### config.mk
export PLATFORM = sky130hd
export DESIGN_NAME = multicycle_controller_flat
export DESIGN_NICKNAME = d
export VERILOG_FILES = /design/src/rtl/multicycle_controller_pkg.sv /design/src/rtl/multicycle_controller_if.sv /design/src/rtl/multicycle_controller_cond_check.sv /design/src/rtl/multicycle_controller.sv /design/src/flat_wrapper.sv
export SDC_FILE = /design/constraint.sdc
export NUM_CORES = 1
export LEC_CHECK = 0
export CAP_MARGIN = 25
export CORE_MARGIN = 5
export CORE_UTILIZATION = 50
export DETAILED_ROUTE_END_ITERATION = 10
export DONT_BUFFER_PORTS = 1
export GPL_ROUTABILITY_DRIVEN = 0
export HOLD_SLACK_MARGIN = 0.08
export SYNTH_ARGS = -nofsm -noshare
export SYNTH_HDL_FRONTEND = slang
export SYNTH_SLANG_ARGS = --single-unit
### constraint.sdc
create_clock -name clk -period 3.8 [get_ports clk]
set_input_delay 0.76 -clock clk [delete_from_list [all_inputs] [get_ports clk]]
set_output_delay 0.76 -clock clk [all_outputs]
set_load 0.01 [all_outputs]
### src/rtl/multicycle_controller_pkg.sv
// Shared types and encodings for the ARM-subset multicycle control unit.
package arm_ctrl_pkg;

    typedef enum logic [3:0] {
        S_FETCH    = 4'd0,
        S_DECODE   = 4'd1,
        S_MEMADR   = 4'd2,
        S_MEMREAD  = 4'd3,
        S_MEMWB    = 4'd4,
        S_MEMWRITE = 4'd5,
        S_EXECUTER = 4'd6,
        S_EXECUTEI = 4'd7,
        S_ALUWB    = 4'd8,
        S_BRANCH   = 4'd9
    } state_t;

    localparam logic [3:0] COND_EQ = 4'b0000;
    localparam logic [3:0] COND_NE = 4'b0001;
    localparam logic [3:0] COND_CS = 4'b0010;
    localparam logic [3:0] COND_CC = 4'b0011;
    localparam logic [3:0] COND_MI = 4'b0100;
    localparam logic [3:0] COND_PL = 4'b0101;
    localparam logic [3:0] COND_VS = 4'b0110;
    localparam logic [3:0] COND_VC = 4'b0111;
    localparam logic [3:0] COND_HI = 4'b1000;
    localparam logic [3:0] COND_LS = 4'b1001;
    localparam logic [3:0] COND_GE = 4'b1010;
    localparam logic [3:0] COND_LT = 4'b1011;
    localparam logic [3:0] COND_GT = 4'b1100;
    localparam logic [3:0] COND_LE = 4'b1101;
    localparam logic [3:0] COND_AL = 4'b1110;

    localparam logic [3:0] CMD_AND = 4'b0000;
    localparam logic [3:0] CMD_EOR = 4'b0001;
    localparam logic [3:0] CMD_SUB = 4'b0010;
    localparam logic [3:0] CMD_ADD = 4'b0100;
    localparam logic [3:0] CMD_CMP = 4'b1010;
    localparam logic [3:0] CMD_ORR = 4'b1100;

    localparam logic [2:0] ALU_ADD = 3'b000;
    localparam logic [2:0] ALU_SUB = 3'b001;
    localparam logic [2:0] ALU_AND = 3'b010;
    localparam logic [2:0] ALU_ORR = 3'b011;
    localparam logic [2:0] ALU_EOR = 3'b100;

    localparam logic [1:0] OP_DP  = 2'b00;
    localparam logic [1:0] OP_MEM = 2'b01;
    localparam logic [1:0] OP_BR  = 2'b10;
    localparam logic [1:0] OP_ILL = 2'b11;

    typedef struct packed {
        logic       valid;
        logic       arith;
        logic       is_cmp;
        logic [2:0] ctrl;
    } cmd_dec_t;

    // Unsupported commands decode to ADD with valid clear so nothing gets written.
    function automatic cmd_dec_t decode_cmd(input logic [3:0] cmd, input logic eor_en);
        cmd_dec_t d;
        d = '{valid: 1'b0, arith: 1'b0, is_cmp: 1'b0, ctrl: ALU_ADD};
        case (cmd)
            CMD_ADD: d = '{valid: 1'b1, arith: 1'b1, is_cmp: 1'b0, ctrl: ALU_ADD};
            CMD_SUB: d = '{valid: 1'b1, arith: 1'b1, is_cmp: 1'b0, ctrl: ALU_SUB};
            CMD_AND: d = '{valid: 1'b1, arith: 1'b0, is_cmp: 1'b0, ctrl: ALU_AND};
            CMD_ORR: d = '{valid: 1'b1, arith: 1'b0, is_cmp: 1'b0, ctrl: ALU_ORR};
            CMD_CMP: d = '{valid: 1'b1, arith: 1'b1, is_cmp: 1'b1, ctrl: ALU_SUB};
            CMD_EOR: d = '{valid: eor_en, arith: 1'b0, is_cmp: 1'b0, ctrl: eor_en ? ALU_EOR : ALU_ADD};
            default: d = '{valid: 1'b0, arith: 1'b0, is_cmp: 1'b0, ctrl: ALU_ADD};
        endcase
        return d;
    endfunction

endpackage

### src/rtl/multicycle_controller_if.sv
// Instruction/flag inputs and datapath control outputs of the multicycle control unit.
interface multicycle_controller_if #(
    parameter int ALUCTRL_W = 2,
    parameter int CNT_W     = 32
);
    logic [31:12]          Instr;
    logic [3:0]            ALUFlags;
    logic                  mem_ready;
    logic                  PCWrite;
    logic                  AdrSrc;
    logic                  MemWrite;
    logic                  IRWrite;
    logic [1:0]            ResultSrc;
    logic                  ALUSrcA;
    logic [1:0]            ALUSrcB;
    logic                  RegWrite;
    logic [1:0]            ImmSrc;
    logic [1:0]            RegSrc;
    logic [ALUCTRL_W-1:0]  ALUControl;
    logic [CNT_W-1:0]      retired_cnt;

    modport master (
        input  Instr, ALUFlags, mem_ready,
        output PCWrite, AdrSrc, MemWrite, IRWrite, ResultSrc, ALUSrcA, ALUSrcB,
               RegWrite, ImmSrc, RegSrc, ALUControl, retired_cnt
    );

    modport slave (
        output Instr, ALUFlags, mem_ready,
        input  PCWrite, AdrSrc, MemWrite, IRWrite, ResultSrc, ALUSrcA, ALUSrcB,
               RegWrite, ImmSrc, RegSrc, ALUControl, retired_cnt
    );
endinterface

### src/rtl/multicycle_controller_cond_check.sv
// Evaluates an ARM condition field against the registered NZCV flags.
module cond_check
    import arm_ctrl_pkg::*;
(
    input  logic [3:0] cond,
    input  logic [3:0] nzcv,
    output logic       cond_ex
);
    logic n_s, z_s, c_s, v_s, ge_s;

    assign {n_s, z_s, c_s, v_s} = nzcv;
    assign ge_s = (n_s == v_s);

    // Condition table; 1111 is treated as never-execute.
    always_comb begin
        cond_ex = 1'b0;
        case (cond)
            COND_EQ: cond_ex = z_s;
            COND_NE: cond_ex = ~z_s;
            COND_CS: cond_ex = c_s;
            COND_CC: cond_ex = ~c_s;
            COND_MI: cond_ex = n_s;
            COND_PL: cond_ex = ~n_s;
            COND_VS: cond_ex = v_s;
            COND_VC: cond_ex = ~v_s;
            COND_HI: cond_ex = c_s & ~z_s;
            COND_LS: cond_ex = ~c_s | z_s;
            COND_GE: cond_ex = ge_s;
            COND_LT: cond_ex = ~ge_s;
            COND_GT: cond_ex = ~z_s & ge_s;
            COND_LE: cond_ex = z_s | ~ge_s;
            COND_AL: cond_ex = 1'b1;
            default: cond_ex = 1'b0;
        endcase
    end
endmodule

### src/rtl/multicycle_controller.sv
// Multicycle control unit: main FSM, instruction decode, NZCV register and retired counter.
module multicycle_controller
    import arm_ctrl_pkg::*;
#(
    parameter int ALUCTRL_W = 2,
    parameter int MEM_HS    = 1,
    parameter int CNT_W     = 32
) (
    input  logic                     clk,
    input  logic                     reset,
    multicycle_controller_if.master  bus
);
    state_t           state_r, state_s;
    logic [3:0]       nzcv_r;
    logic [CNT_W-1:0] cnt_r;
    logic             cond_ex_s, ready_s, retire_s;
    logic [1:0]       flag_w_s;
    logic [2:0]       alu3_s;
    logic [1:0]       op_s;
    logic [5:0]       funct_s;
    logic             rd_pc_s;
    cmd_dec_t         dec_s;

    logic       pc_write_s, adr_src_s, mem_write_s, ir_write_s, alu_src_a_s, reg_write_s;
    logic [1:0] result_src_s, alu_src_b_s, imm_src_s, reg_src_s;

    assign ready_s = (MEM_HS != 0) ? bus.mem_ready : 1'b1;
    assign op_s    = bus.Instr[27:26];
    assign funct_s = bus.Instr[25:20];
    assign rd_pc_s = (bus.Instr[15:12] == 4'd15);
    assign dec_s   = decode_cmd(funct_s[4:1], (ALUCTRL_W >= 3) ? 1'b1 : 1'b0);

    cond_check u_cond (
        .cond    (bus.Instr[31:28]),
        .nzcv    (nzcv_r),
        .cond_ex (cond_ex_s)
    );

    // Next-state and per-state control outputs; everything is held at 0 while in reset.
    always_comb begin
        state_s      = state_r;
        pc_write_s   = 1'b0;
        adr_src_s    = 1'b0;
        mem_write_s  = 1'b0;
        ir_write_s   = 1'b0;
        alu_src_a_s  = 1'b0;
        reg_write_s  = 1'b0;
        result_src_s = 2'b00;
        alu_src_b_s  = 2'b00;
        imm_src_s    = 2'b00;
        reg_src_s    = 2'b00;
        alu3_s       = ALU_ADD;
        flag_w_s     = 2'b00;
        retire_s     = 1'b0;
        if (reset) begin
            case (state_r)
                S_FETCH: begin
                    alu_src_a_s  = 1'b1;
                    alu_src_b_s  = 2'b10;
                    result_src_s = 2'b10;
                    ir_write_s   = ready_s;
                    pc_write_s   = ready_s;
                    state_s      = ready_s ? S_DECODE : S_FETCH;
                end
                S_DECODE: begin
                    alu_src_a_s  = 1'b1;
                    alu_src_b_s  = 2'b10;
                    result_src_s = 2'b10;
                    imm_src_s    = (op_s == OP_ILL) ? 2'b00 : op_s;
                    reg_src_s    = {(op_s == OP_MEM) & ~funct_s[0], (op_s == OP_BR)};
                    if (!cond_ex_s) begin
                        state_s  = S_FETCH;
                        retire_s = 1'b1;
                    end else begin
                        case (op_s)
                            OP_DP:   state_s = funct_s[5] ? S_EXECUTEI : S_EXECUTER;
                            OP_MEM:  state_s = S_MEMADR;
                            OP_BR:   state_s = S_BRANCH;
                            default: state_s = S_FETCH;
                        endcase
                    end
                end
                S_EXECUTER, S_EXECUTEI: begin
                    alu_src_b_s = (state_r == S_EXECUTEI) ? 2'b01 : 2'b00;
                    alu3_s      = dec_s.ctrl;
                    // CMP always updates all four flags regardless of the S bit.
                    flag_w_s    = {dec_s.valid & (funct_s[0] | dec_s.is_cmp),
                                   dec_s.valid & ((funct_s[0] & dec_s.arith) | dec_s.is_cmp)};
                    if (!dec_s.valid || dec_s.is_cmp) begin
                        state_s  = S_FETCH;
                        retire_s = 1'b1;
                    end else begin
                        state_s  = S_ALUWB;
                    end
                end
                S_ALUWB: begin
                    pc_write_s  = rd_pc_s;
                    reg_write_s = ~rd_pc_s;
                    state_s     = S_FETCH;
                    retire_s    = 1'b1;
                end
                S_MEMADR: begin
                    alu_src_b_s = 2'b01;
                    state_s     = funct_s[0] ? S_MEMREAD : S_MEMWRITE;
                end
                S_MEMREAD: begin
                    adr_src_s = 1'b1;
                    state_s   = ready_s ? S_MEMWB : S_MEMREAD;
                end
                S_MEMWB: begin
                    result_src_s = 2'b01;
                    pc_write_s   = rd_pc_s;
                    reg_write_s  = ~rd_pc_s;
                    state_s      = S_FETCH;
                    retire_s     = 1'b1;
                end
                S_MEMWRITE: begin
                    adr_src_s   = 1'b1;
                    mem_write_s = 1'b1;
                    state_s     = ready_s ? S_FETCH : S_MEMWRITE;
                    retire_s    = ready_s;
                end
                S_BRANCH: begin
                    alu_src_b_s  = 2'b01;
                    result_src_s = 2'b10;
                    pc_write_s   = 1'b1;
                    state_s      = S_FETCH;
                    retire_s     = 1'b1;
                end
                default: begin
                    state_s = S_FETCH;
                end
            endcase
        end else begin
            state_s = S_FETCH;
        end
    end

    // State, flag and retired-instruction registers.
    always_ff @(posedge clk or negedge reset) begin
        if (!reset) begin
            state_r <= S_FETCH;
            nzcv_r  <= 4'b0000;
            cnt_r   <= {CNT_W{1'b0}};
        end else begin
            state_r <= state_s;
            if (flag_w_s[1]) begin
                nzcv_r[3:2] <= bus.ALUFlags[3:2];
            end
            if (flag_w_s[0]) begin
                nzcv_r[1:0] <= bus.ALUFlags[1:0];
            end
            cnt_r <= cnt_r + {{(CNT_W-1){1'b0}}, retire_s};
        end
    end

    assign bus.PCWrite     = pc_write_s;
    assign bus.AdrSrc      = adr_src_s;
    assign bus.MemWrite    = mem_write_s;
    assign bus.IRWrite     = ir_write_s;
    assign bus.ResultSrc   = result_src_s;
    assign bus.ALUSrcA     = alu_src_a_s;
    assign bus.ALUSrcB     = alu_src_b_s;
    assign bus.RegWrite    = reg_write_s;
    assign bus.ImmSrc      = imm_src_s;
    assign bus.RegSrc      = reg_src_s;
    assign bus.ALUControl  = ALUCTRL_W'(alu3_s);
    assign bus.retired_cnt = cnt_r;
endmodule

### src/flat_wrapper.sv
// flat-port wrapper written by rule: the top's interface ports become plain ports
module multicycle_controller_flat import arm_ctrl_pkg::*;
#(
    parameter int ALUCTRL_W = 2,
    parameter int MEM_HS    = 1,
    parameter int CNT_W     = 32
)
  (clk, reset, bus_Instr, bus_ALUFlags, bus_mem_ready, bus_PCWrite, bus_AdrSrc, bus_MemWrite, bus_IRWrite, bus_ResultSrc, bus_ALUSrcA, bus_ALUSrcB, bus_RegWrite, bus_ImmSrc, bus_RegSrc, bus_ALUControl, bus_retired_cnt);
  multicycle_controller_if #(.ALUCTRL_W(ALUCTRL_W), .CNT_W(CNT_W)) bus_i ();
  input  logic clk;
  input  logic reset;
  input wire logic [$bits(bus_i.Instr)-1:0] bus_Instr;
  input wire logic [$bits(bus_i.ALUFlags)-1:0] bus_ALUFlags;
  input wire logic [$bits(bus_i.mem_ready)-1:0] bus_mem_ready;
  output wire logic [$bits(bus_i.PCWrite)-1:0] bus_PCWrite;
  output wire logic [$bits(bus_i.AdrSrc)-1:0] bus_AdrSrc;
  output wire logic [$bits(bus_i.MemWrite)-1:0] bus_MemWrite;
  output wire logic [$bits(bus_i.IRWrite)-1:0] bus_IRWrite;
  output wire logic [$bits(bus_i.ResultSrc)-1:0] bus_ResultSrc;
  output wire logic [$bits(bus_i.ALUSrcA)-1:0] bus_ALUSrcA;
  output wire logic [$bits(bus_i.ALUSrcB)-1:0] bus_ALUSrcB;
  output wire logic [$bits(bus_i.RegWrite)-1:0] bus_RegWrite;
  output wire logic [$bits(bus_i.ImmSrc)-1:0] bus_ImmSrc;
  output wire logic [$bits(bus_i.RegSrc)-1:0] bus_RegSrc;
  output wire logic [$bits(bus_i.ALUControl)-1:0] bus_ALUControl;
  output wire logic [$bits(bus_i.retired_cnt)-1:0] bus_retired_cnt;
  assign bus_i.Instr = bus_Instr;
  assign bus_i.ALUFlags = bus_ALUFlags;
  assign bus_i.mem_ready = bus_mem_ready;
  assign bus_PCWrite = bus_i.PCWrite;
  assign bus_AdrSrc = bus_i.AdrSrc;
  assign bus_MemWrite = bus_i.MemWrite;
  assign bus_IRWrite = bus_i.IRWrite;
  assign bus_ResultSrc = bus_i.ResultSrc;
  assign bus_ALUSrcA = bus_i.ALUSrcA;
  assign bus_ALUSrcB = bus_i.ALUSrcB;
  assign bus_RegWrite = bus_i.RegWrite;
  assign bus_ImmSrc = bus_i.ImmSrc;
  assign bus_RegSrc = bus_i.RegSrc;
  assign bus_ALUControl = bus_i.ALUControl;
  assign bus_retired_cnt = bus_i.retired_cnt;
  multicycle_controller #(.ALUCTRL_W(ALUCTRL_W), .MEM_HS(MEM_HS), .CNT_W(CNT_W)) u_core (.clk(clk), .reset(reset), .bus(bus_i));
endmodule
==> impl_summary.log, run 1 <==
[metrics] Avg Inst Size Synth: just under 10 um2
[metrics] total placed cells including tap cells: 289
[metrics] maximum vdd ir drop: 0.216 mV
[metrics] leading cell type in the layout, fill and taps excluded: dfrtp_1
[metrics] library cell occupying the most area in the post-synthesis netlist: dfrtp_1
[metrics] status: complete, no violations
[metrics] leakage power: 1.08 nW
[metrics] kind of critical path: flip-flop to flip-flop
[metrics] initial core utilization: 50.7%
[metrics] Hold WC Path Type: primary input to async pin
[metrics] register bit count reported by yosys: 40
[metrics] first-pass iteration count of the detailed router: 4
[metrics] vias per cell: between 5 and 6
[metrics] crit path from: u_core.state_r[0]$_DFF_PN0_
[metrics] floorplan core area: 0.00463 mm2
[metrics] worst reg-to-reg setup slack: 560 ps
[metrics] H-tree levels: 2
[metrics] pwr dens: approximately 310 mW/mm2
[metrics] CTS clock-pin slew for the worst setup and hold paths: 70 ps
[metrics] final hold violations: 0
[metrics] Post-synth top flop: dfrtp_1
[metrics] fin cells: 296
[metrics] worst stage delay on the critical path: 570 ps
[metrics] NumNets Final: 271
[metrics] Total Die Area: 0.00617 mm2
[metrics] beginning of the worst register-to-register path: u_core.state_r[0]$_DFF_PN0_
[metrics] IO buf count: 0
[metrics] cell at the slowest stage of the critical path: or4_1
[metrics] total setup violations reported at the end of the flow: 0
[metrics] number of synthesized flops with an enable pin: 0
[metrics] Worst-Margin Slew: 624 ps
[metrics] number of top-level design ports: 75
[metrics] number of vias in the routed layout: 1760
[metrics] total negative setup slack: 0 ps
[metrics] RSZ-0062 raised after global routing: false
[metrics] cells resized by post-CTS repair: 0
[metrics] fraction of synthesized cell area taken by the top area cell type: a little over two fifths
[metrics] Antenna Nets Post-Route: 0
[metrics] area grow syn2layout: 4.69%
[metrics] maximum buffer depth of the clock tree: 2
[metrics] maximum clock frequency: 309 MHz
[metrics] final total power: a little under 0.8 mW
[metrics] TritonCTS buffer count: 5
[metrics] shortest clock period the worst path allows after layout: 3240 ps
[metrics] post-CTS setup repair buffer count: 0
[metrics] Clk Tree Root Cell: clkbuf_8
[metrics] top cells by area, synth: dfrtp_1, xnor2_1, nand3_1
[metrics] ordered cell list for the critical path: or4b_4 -> or4_1 -> a21oi_1 -> ha_1 -> ha_1 -> nand3_1 -> nor2_1 -> nand4_1 -> xnor2_1
[metrics] total cell area at the placement stage: 0.00238 mm2
[metrics] clock latency reported for the late side of the worst-skew pair: 280 ps
[metrics] total of max-cap violations: 0
[metrics] routed wirelength normalized by instance count: around 16 um
[metrics] worst relative slew slack: between 50% and 60%
[metrics] startpoint class of the critical path: flip-flop
[metrics] Crit Path Max Fanout: 9
[metrics] overall routing resource usage: 16.2%
[metrics] clock skew after layout: 5.50 ps
[metrics] post-synthesis net count: 271
[metrics] DRC violations left: 0
[metrics] number of antenna diodes: 0
[metrics] fraction of synthesis flops using an asynchronous set or reset pin: 100%
[metrics] pin count of the biggest net entering global routing: 47
[metrics] Worst setup EP type: flip-flop
[metrics] CP Data Arrival Time: 3400 ps
[metrics] CP delay by family, top: simple AND/OR/NAND/NOR gates
[metrics] share of synthesized area occupied by flip-flops and latches: 42.6%
[metrics] violation count after the first detailed-routing iteration: between 100 and 150
[metrics] number of placement rows: 25
[metrics] cell with the most instances on the worst path: ha_1
[metrics] Filler cells: 450
[metrics] share of the clock period used by the worst path after layout: 85.2%
[metrics] commonest cells after routing, fill and taps aside: dfrtp_1, xnor2_1, nor2_1
[metrics] sink count of the clock tree: 40
[metrics] post-synthesis instance area: between 0.002 and 0.0025 mm2
[metrics] TritonCTS clock tree: built
[metrics] Non-Filler Cell Area, Final: approximately 0.0025 mm2
[metrics] Yosys warning count: 0
[metrics] height of the die: 78.5 um
[metrics] critical path required time: 3970 ps
[metrics] instance count of the mapped netlist: approximately 240
[metrics] antenna violations before repair: 0
[metrics] CP Buf/Inv Count: 0
[metrics] global-route congestion overflow total: 0
[metrics] number of max-slew violations in the final report: 0
[metrics] Routed Wire Length: 4.77 mm
[metrics] CTS Hold Buffers Added: 0
[metrics] via count of the first global-routing pass: roughly 1700
[metrics] Die W: 78.5 um
[metrics] Detail Placement HPWL: between 3 and 4 mm
[metrics] distinct cell type count of the synthesized netlist: 49
[metrics] layout cells sized above 1: 9.50%
[metrics] global-route wire length before repair: 8.11 mm
[final cells by class]
type                    count  area (um2)  share of cell area (%)
clock buffers               6        72.6                    2.95
multi-input cells         186        1260                    51.4
clock inverters             1        5.00                   0.204
flip-flops and latches     40        1000                    40.7
repair buffers              4        30.0                    1.22
inverters                   5        18.8                   0.763
well taps                  54        67.6                    2.75
[synth_stat cells, types with 5 or more instances]
cell and count:
dfrtp_1 40, and3_1 9, mux2i_1 5, xor2_1 6, a21oi_1 10, nand2_1 15, mux2_2 5, xnor2_1 27
nand4_1 6, nand3_1 18, nor2_1 21, nor2b_1 7, inv_1 5, nor3_1 6
[sequential cells by signal, summed over array words and instances, names as in the netlist]
name and flops:
u_core.bus.retired_cnt 32, u_core.nzcv_r 4, u_core.state_r 4
[report_power, final]
| part | leakage [nW] | total (mW) | switching (mW) | internal, mW |
|---|---|---|---|---|
| Clock | 0.0410 | 0.260 | 0.135 | 0.125 |
| Combinational | 0.490 | 0.0540 | 0.0297 | 0.0243 |
| Sequential | 0.550 | 0.454 | 0.0179 | 0.436 |
| Total | 1.08 | 0.768 | 0.183 | 0.586 |
[layer usage]
metal / track usage (%) / routed length (um)
met2: 25.4 / 2220
met4: 6.12 / 104
met3: 5.28 / 353
met1: 20.8 / 2090
met5: 0 / 0
[final timing paths]
kind / endpoint / cells past startpoint
worst max-delay path: u_core.bus.retired_cnt[18]$_DFF_PN0_ / 9
worst min-delay path: u_core.bus.retired_cnt[10]$_DFF_PN0_ / 0
worst max register to register: u_core.bus.retired_cnt[18]$_DFF_PN0_ / 9
worst min register to register: u_core.bus.retired_cnt[31]$_DFF_PN0_ / 1
max in group asynchronous: u_core.bus.retired_cnt[30]$_DFF_PN0_ / 0
min in group clk: u_core.bus.retired_cnt[31]$_DFF_PN0_ / 1
[per-stage QoR]
| stage | worst slack, ps | util, % | hold slack, ps |
|---|---|---|---|
| 2_1_floorplan | 497 | - | 464 |
| 3_3_place_gp | 311 | 51.4 | 466 |
| 3_5_place_dp | 284 | 51.4 | 466 |
| 4_1_cts | 546 | 53.1 | 149 |
| 5_1_grt | 333 | 53.1 | 143 |
| 6_report | 563 | 53.1 | 165 |
[cell families (layout without fill, tap and decap cells)]
family                   after synthesis  count (layout)  share of synthesized area (%)
XOR/XNOR                              33              33                           12.3
multiplexers                          10              10                           4.53
buffers and inverters                 16              16                           3.57
flip-flops                            40              40                           42.6
AO/OA/AOI/OAI                         31              31                           9.16
adder cells (fa/ha/maj)                2               2                           1.07
AND/OR/NAND/NOR                      110             110                           26.7
Power figures use the tool's default switching activity.
==> run 2, diff against run 1 <==
Settings changed: CTS_CLUSTER_SIZE set to 8.
==> results of run 2 <==
Final layout, timing and power as in run 1 (identical DEF).
==> run 3, diff against run 2 <==
Settings changed: CTS_CLUSTER_DIAMETER set to 50.
==> results of run 3 <==
Final layout, timing and power as in run 1 (identical DEF).
